`src/rtl/fetch_pkg.sv`:
```
// Shared types for the instruction fetch stage.
// Queue entries pair each fetched word with its PC.
package fetch_pkg;

  localparam int INSTR_BYTES = 4;

  typedef struct packed {
    logic [31:0] instr;
    logic [31:0] pc;
  } fetch_entry_t;

endpackage

```
`src/rtl/fetch_queue.sv`:
```
// Small synchronous FIFO with flush, used for both the
// instruction queue and the in-flight request PC queue.
module fetch_queue #(
  parameter int DEPTH = 4,
  parameter int W     = 64,
  localparam int AW   = (DEPTH > 1) ? $clog2(DEPTH) : 1,
  localparam int CW   = $clog2(DEPTH + 1)
) (
  input  logic          clk,
  input  logic          rst,
  input  logic          i_push,
  input  logic [W-1:0]  i_push_data,
  input  logic          i_pop,
  input  logic          i_flush,
  output logic [CW-1:0] o_count,
  output logic [W-1:0]  o_head
);

  logic [W-1:0]  r_mem [DEPTH];
  logic [AW-1:0] r_wr;
  logic [AW-1:0] r_rd;
  logic [CW-1:0] r_count;

  logic w_full;
  logic w_empty;
  logic w_do_push;
  logic w_do_pop;

  assign w_full    = (r_count == CW'(DEPTH));
  assign w_empty   = (r_count == '0);
  assign w_do_push = i_push && !w_full && !i_flush;
  assign w_do_pop  = i_pop && !w_empty && !i_flush;

  function automatic logic [AW-1:0] nxt(
    input logic [AW-1:0] p
  );
    return (p == AW'(DEPTH - 1)) ? '0 : p + AW'(1);
  endfunction

  always_ff @(posedge clk or posedge rst) begin
    if (rst) begin
      r_wr    <= '0;
      r_rd    <= '0;
      r_count <= '0;
    end else if (i_flush) begin
      r_wr    <= '0;
      r_rd    <= '0;
      r_count <= '0;
    end else begin
      if (w_do_push) r_wr <= nxt(r_wr);
      if (w_do_pop)  r_rd <= nxt(r_rd);
      if (w_do_push && !w_do_pop)
        r_count <= r_count + CW'(1);
      else if (w_do_pop && !w_do_push)
        r_count <= r_count - CW'(1);
    end
  end

  always_ff @(posedge clk) begin
    if (w_do_push) r_mem[r_wr] <= i_push_data;
  end

  assign o_count = r_count;
  assign o_head  = w_empty ? '0 : r_mem[r_rd];

endmodule

```
`src/rtl/fetch_unit.sv`:
```
// Fetch stage: PC, in-order imem requests with credit control,
// instruction queue to decode, and redirect flush/drop tracking.
module fetch_unit
  import fetch_pkg::*;
#(
  parameter logic [31:0] RESET_PC  = 32'h0000_0000,
  parameter int          DEPTH     = 4,
  parameter int          MAX_OUTST = 2
) (
  input  logic        clk,
  input  logic        rst,
  output logic        imem_req_valid,
  input  logic        imem_req_ready,
  output logic [31:0] imem_req_addr,
  input  logic        imem_resp_valid,
  input  logic [31:0] imem_resp_data,
  input  logic        redirect_valid,
  input  logic [31:0] redirect_pc,
  output logic        dec_valid,
  input  logic        dec_ready,
  output logic [31:0] dec_instr,
  output logic [31:0] dec_pc
);

  localparam int CW = $clog2(DEPTH + 1);
  localparam int OW = $clog2(MAX_OUTST + 1);

  logic [31:0]   r_pc;
  logic [OW-1:0] r_outst;
  logic [OW-1:0] r_drop;

  logic [CW-1:0] w_count;
  logic [OW-1:0] w_pcq_count;
  logic [31:0]   w_pcq_head;
  fetch_entry_t  w_head;
  fetch_entry_t  w_push_entry;
  logic [31:0]   w_used;
  logic          w_fire;
  logic          w_resp_live;
  logic          w_resp_keep;
  logic          w_pop;
  logic          w_unused_lsb;

  // Live words plus in-flight live requests must fit the queue.
  assign w_used = 32'(w_count) + 32'(r_outst) - 32'(r_drop);

  assign imem_req_valid = !rst && !redirect_valid &&
                          (r_outst < OW'(MAX_OUTST)) &&
                          (w_used < 32'(DEPTH));
  assign imem_req_addr  = r_pc;

  assign w_fire      = imem_req_valid && imem_req_ready;
  assign w_resp_live = imem_resp_valid && (r_outst != '0);
  assign w_resp_keep = w_resp_live && (r_drop == '0) &&
                       !redirect_valid;
  assign w_pop       = dec_valid && dec_ready && !redirect_valid;

  assign w_push_entry = '{instr: imem_resp_data, pc: w_pcq_head};
  assign w_unused_lsb = ^redirect_pc[1:0];

  fetch_queue #(
    .DEPTH (DEPTH),
    .W     ($bits(fetch_entry_t))
  ) u_iq (
    .clk         (clk),
    .rst         (rst),
    .i_push      (w_resp_keep),
    .i_push_data (w_push_entry),
    .i_pop       (w_pop),
    .i_flush     (redirect_valid),
    .o_count     (w_count),
    .o_head      (w_head)
  );

  fetch_queue #(
    .DEPTH (MAX_OUTST),
    .W     (32)
  ) u_pcq (
    .clk         (clk),
    .rst         (rst),
    .i_push      (w_fire),
    .i_push_data (r_pc),
    .i_pop       (w_resp_live),
    .i_flush     (1'b0),
    .o_count     (w_pcq_count),
    .o_head      (w_pcq_head)
  );

  assign dec_valid = (w_count != '0);
  assign dec_instr = w_head.instr;
  assign dec_pc    = w_head.pc;

  always_ff @(posedge clk or posedge rst) begin
    if (rst) begin
      r_pc    <= RESET_PC;
      r_outst <= '0;
      r_drop  <= '0;
    end else begin
      if (redirect_valid)
        r_pc <= {redirect_pc[31:2], 2'b00};
      else if (w_fire)
        r_pc <= r_pc + 32'(INSTR_BYTES);
      r_outst <= r_outst + OW'(w_fire) - OW'(w_resp_live);
      // Everything still in flight after a redirect is old-path.
      if (redirect_valid)
        r_drop <= r_outst - OW'(w_resp_live);
      else if (w_resp_live && (r_drop != '0))
        r_drop <= r_drop - OW'(1);
    end
  end

  always_ff @(posedge clk) begin
    if (!rst) begin
      assert (w_count <= CW'(DEPTH));
      assert (r_outst <= OW'(MAX_OUTST));
      assert (r_drop <= r_outst);
      assert (w_pcq_count == r_outst);
      assert (!(w_resp_keep && (w_count == CW'(DEPTH))));
    end
  end

endmodule
```
`config.mk`:
```
export PLATFORM = sky130hd
export DESIGN_NAME = fetch_unit
export DESIGN_NICKNAME = d
export VERILOG_FILES = /design/src/rtl/fetch_pkg.sv /design/src/rtl/fetch_queue.sv /design/src/rtl/fetch_unit.sv
export SDC_FILE = /design/constraint.sdc
export NUM_CORES = 1
export LEC_CHECK = 0
export ABC_AREA = 1
export BUFFER_PORTS_ARGS = -buffer_cell sky130_fd_sc_hd__buf_2
export CORE_MARGIN = 1.5
export CORE_UTILIZATION = 48
export CTS_CLUSTER_DIAMETER = 120
export DETAILED_ROUTE_END_ITERATION = 8
export PLACE_DENSITY = 0.7
export SKIP_LAST_GASP = 1
export SYNTH_ARGS = -nofsm -noshare
export SYNTH_HDL_FRONTEND = slang
export SYNTH_SLANG_ARGS = --single-unit
```
`constraint.sdc`:
```
create_clock -name clk -period 4.9 [get_ports clk]
set_input_delay 0.98 -clock clk [delete_from_list [all_inputs] [get_ports clk]]
set_output_delay 0.98 -clock clk [all_outputs]
set_load 0.05 [all_outputs]
```
Word level (Yosys, flattened, before mapping)
Memories as Yosys holds them, arrays and structs flattened. Cells that the tools add are included.

Eq/ne operators: 4. Muxes and demuxes: 23. Order comparisons: 2. Reductions and logical operators: 42. Add/subtract/negate cells: 15.

Operators with widths (number): two-way mux 32 bit (3); two-way mux 64 bit (1); adder 32 x 3 -> 32 bit, second input constant (1); less-than comparator 32 x 3 -> 1 bit, second input constant (1); logical AND 1 bit (20); two-way mux 2 bit (10); nonzero test 2 bit (7); zero test 1 bit (10); two-way mux 3 bit (3); adder 2 x 1 -> 2 bit, second input constant (3); equality test 2 bit, second input constant (3); two-way mux 1 bit (6); nonzero test 3 bit (2); subtractor 4 x 2 -> 5 bit (1); adder 3 x 2 -> 4 bit (1); zero test 2 bit (2); subtractor 2 x 1 -> 2 bit (2); subtractor 2 x 1 -> 2 bit, second input constant (2); adder 3 x 1 -> 3 bit, second input constant (1); equality test 3 bit, second input constant (1); zero test 3 bit (1); subtractor 3 x 1 -> 3 bit, second input constant (1); adder 1 bit, second input constant (2); adder 2 x 1 -> 2 bit (1); less-than comparator 2 bit, second input constant (1).

Memory bits (writable): 320. Register bits: 47. Input port bits: 70. Memories kept: 2. Output and inout bits: 98.

Memories: u_iq.r_mem (depth 4, width 64, rd ports 1, clocked after memory_dff 0, write ports 1, line fetch_queue.sv:19) `logic [W-1:0] r_mem [DEPTH];`; u_pcq.r_mem (depth 2, width 32, rd ports 1, clocked after memory_dff 0, write ports 1, line fetch_queue.sv:19).

Longest topological paths before layout
Depth in word-level cells: 11. Mapped depth: 15. Gate-level depth less buffers: 14.

Cells and area by module
From an unflattened synthesis, not the netlist that was laid out.

Cell total of the unflattened synthesis: 1487. Area, all modules: 15852.7 um2.

Modules (own cells, without submodules): fetch_queue at u_iq (cells an instance 820, times used 1, sequential area each 7862.5 um2, area an instance 10363.7 um2); fetch_unit (cells an instance 459, times used 1, sequential area each 850.8 um2, area an instance 2864.0 um2); fetch_queue at u_pcq (cells an instance 208, times used 1, sequential area each 2021.9 um2, area an instance 2625.0 um2).

Least setup slack after synthesis
No wires, ideal clock.

Kind: input to register. From: input port redirect_valid. To: memory u_iq.r_mem[0][10], enable pin. Stages on the path: 4. Arrival time: 4071 ps. Path buffers: 1. Required time: 4415 ps. Library setup time: 485 ps. Path slack: 344 ps. Cell sequence: buf_6 -> nor2_1 -> nand3_2 -> nor2_1.

Longest elaborated chain between the ends: 6.

Ends and longest elaborated chain: from (decl) (line fetch_unit.sv:17) `input logic redirect_valid,`; zero test 1 bit * (line fetch_queue.sv:31, fetch_unit.sv:55); logical AND 1 bit (line fetch_unit.sv:54) `assign w_resp_keep = w_resp_live && (r_drop == '0) &&`; logical AND 1 bit (line fetch_queue.sv:31) `assign w_do_push = i_push && !w_full && !i_flush;`; logical AND 1 bit * (line fetch_queue.sv:31); two-way mux 1 bit * (line fetch_queue.sv:60) `if (w_do_push) r_mem[r_wr] <= i_push_data;`; two-way mux 1 bit (implied by the code) * (line fetch_queue.sv:60); to (decl) (line fetch_queue.sv:19).

Mark *: on every way between the ends. The rest lies on a longest branch, timed or not.

Worst setup path in the final report
From: register u_iq.r_rd[0]. To: output port dec_pc[14].

Longest elaborated chain between the ends: 2.

Ends and longest elaborated chain: from (decl) (line fetch_queue.sv:21) `logic [AW-1:0] r_rd;`; from (signal assigned) (line fetch_queue.sv:51) `if (w_do_pop) r_rd <= nxt(r_rd);`; memory (4 x 64 bit); two-way mux 64 bit (line fetch_queue.sv:64) `assign o_head = w_empty ? '0 : r_mem[r_rd];`; to (decl) (line fetch_unit.sv:22) `output logic [31:0] dec_pc`.

No other way between the ends.

==> impl_metrics.ini <==
[sta]
slew_violations = 0
maxSlewHeadroom = 0.321
tns_ns = 0
layout_setup_ws_ns = 0.855
rsz0062_at_grt = false
fin_crit_sh = 0.825
final-hold-violation-count = 0
finalSetupViolCount = 0
fin_hold_ws_ns = 0.503
worstMarginPinSlew_ns = 1.02
period_minus_slack_ns = 4.04
max_freq_mhz = 247
fin_worst_skew_ns = 0.0101

[die]
num_io_pins = 168
design.die.area_sq_um = 32900
rows = 65
start_util = 0.486
core_sq_um = 31400
die_y_microns = 181
fp.dieW_microns = 181

[synthesis]
ys_warn_count = 0
post_synth_num_cell_types = 32
synth_seq_cells = 357
yosysTopAreaCell = edfxtp_1
synth_top_cells_by_area = edfxtp_1, nor2_1, dfrtp_1, nand2_1, o21ai_0
syn_area_sq_um = 15300
avgSynthCellArea_sq_um = 11.0
synth_top_area_frac = 0.614
synth_cells = 1390
ys_seq_area_frac = 0.687

[power_and_ir_drop]
comb_power_share = 0.350
p_clk_frac = 0.275
internal-power_mw = 6.31
switching_power_mw = 4.24
pwr-share-seq = 0.376
powerDensity_nw_per_um2 = 594
switching_share = 0.402
max-vdd-ir-drop_mv = 0.377
leakage_nw = 6.83

[setup_path]
critPathKind = reg -> out
cp_max_fo = 74
crit_arrival_ns = 3.06
worst_setup_path_end_kind = output port
cp-start-kind = flop
critPathRequiredTime_ns = 3.92

[clocking]
hold_buffers = 0
cts_root_buffer = clkbuf_16
cts.clk_slew.worst_paths_ns = 0.06
cts_resized = 0
cts_buffer_depth = 3
cts-buffers-inserted = 38
cts_tree = done
cts.sinks = 357
postCtsSetupRepairBufs = 0
clk_latency_ns = 0.51
cts_max_level = 2

[drt]
drtAntennaViolNets = 0
drt_iter0_drc = 837
vias = 10500
drc = 0
vias_per_cell = 5.29
drt-pass1-iter-count = 5
post_drt_wl_per_cell_microns = 16.8
routed_wl_mm = 33.2

[cells_and_area]
areaGrowthSynthToFinish_pct = 16.3
n_fill_cell = 2578
final_nets = 1630
final_util = 0.566
final_cell_mix = edfxtp_1, nor2_1, nand2_1
final_common_cell = edfxtp_1
drive_gt1_frac = 0.172
fin_cells = 1975

[hold_path]
min_path_type = reg -> reg

[placed_design]
preCtsSetupSlack_ns = 1.24
port_buffers = 163
placedCellCount = 1905
gp_congestion = 0.863
dp_hpwl_mm = 19.3

[global_routing]
grt_overflow = 0
antenna_found_initial = 1
grt_pass1_vias = 10000
grt_first_pass_wirelength_mm = 52.2
grt_util_all_layers = 0.201
grt_max_degree = 75

[run]
drv_cap = 0

[run_status]
outcome = complete, no violations
==> state kept, by name (all words and copies together), names as in the netlist <==
signal         flops
u_pcq.r_rd         1
u_pcq.o_count      2
r_outst            2
u_pcq.r_mem       60
u_iq.o_count       3
imem_req_addr     30
u_pcq.r_wr         1
u_iq.r_wr          2
r_drop             2
u_iq.r_mem       252
u_iq.r_rd          2
==> cell usage after synthesis (all sizes together) <==
cell	instances
xor2	13
o21a	1
clkinv	1
nand2	240
a31oi	1
conb	1
edfxtp	312
inv	44
nor2	316
o311ai	1
nor3	2
nand3	68
o22ai	1
dfrtp	45
o21ai	138
buf	30
fa	2
clkbuf	41
xnor2	7
a21oi	97
nand3b	13
ha	15
nand4	1
==> worst paths after layout <==
path	slack [ns]	endpoint	from	cells past startpoint
max in group asynchronous	3.78	u_iq.r_rd[0]$_DFFE_PP0P_	rst	3
min in group asynchronous	0.65	r_drop[1]$_DFFE_PP0P_	rst	3
worst max register to register	1.32	u_pcq.r_mem[0][6]$_DFFE_PP_	r_outst[1]$_DFF_PP0_	13
worst max-delay path	0.86	dec_pc[14]	u_iq.r_rd[0]$_DFFE_PP0P_	6
worst min register to register	0.50	u_iq.o_count[0]$_DFFE_PP0P_	u_iq.o_count[0]$_DFFE_PP0P_	1
worst min-delay path	0.50	u_iq.o_count[0]$_DFFE_PP0P_	u_iq.o_count[0]$_DFFE_PP0P_	1
==> worst max-delay path, stage by stage, from the launching register on <==
cell     delay, ns
dfrtp_4       0.82
buf_4         0.74
nor2_1        0.13
nor2_1        0.12
o21ai_0       0.10
a21oi_1       0.28
buf_2         0.33
==> layer usage <==
layer | track usage | up-vias | wire (microns) | share of wire
met1 | 0.283 | 4959 | 14800 | 0.45
met4 | 0.0557 | 0 | 585 | 0.018
li1 | - | 5074 | - | -
met5 | 0 | - | 0 | 0
met2 | 0.324 | 378 | 15400 | 0.46
met3 | 0.0359 | 44 | 2380 | 0.072
==> metrics by stage <==
step / instance area, sq um / power (mW)
CTS: 17800 / 10.6
global route: 17800 / 11.0
global placement: 16500 / 7.65
detailed placement: 16500 / 7.71
finish: 17800 / 10.5
floorplan: 15300 / 6.73
==> power groups by stage <==
stage                     logic [mW]  registers (mW)  clock network, mW
final                           3.69            3.96               2.89
after global routing            3.98            3.99               3.07
after CTS                       3.71            3.96               2.94
after detailed placement        3.69            4.02                  0
after global placement          3.64            4.01                  0
after floorplan                 2.70            4.03                  0
==> cell type report <==
type,instances,area [sq um],area share
multi-input cells,922,4340,0.244
repair buffers,179,961,0.0541
flip-flops and latches,357,10500,0.591
well taps,402,503,0.0283
inverters,45,169,0.00951
clock inverters,18,193,0.0108
diodes,1,2.50,0.000141
clock buffers,51,1090,0.0616
==> logic make-up (layout without fill, tap and decap cells) <==
kind of cell	count (synthesis)	count (layout)	synth area share
other	1	7	0.000246
buffers and inverters	116	293	0.0320
and+or+nand+nor	640	640	0.175
adders and majority gates	17	17	0.0149
DFF	357	357	0.687
AOI/OAI and AO/OA	239	239	0.0789
xor gates and xnor gates	20	20	0.0115
(Power assumes the default switching activity.)
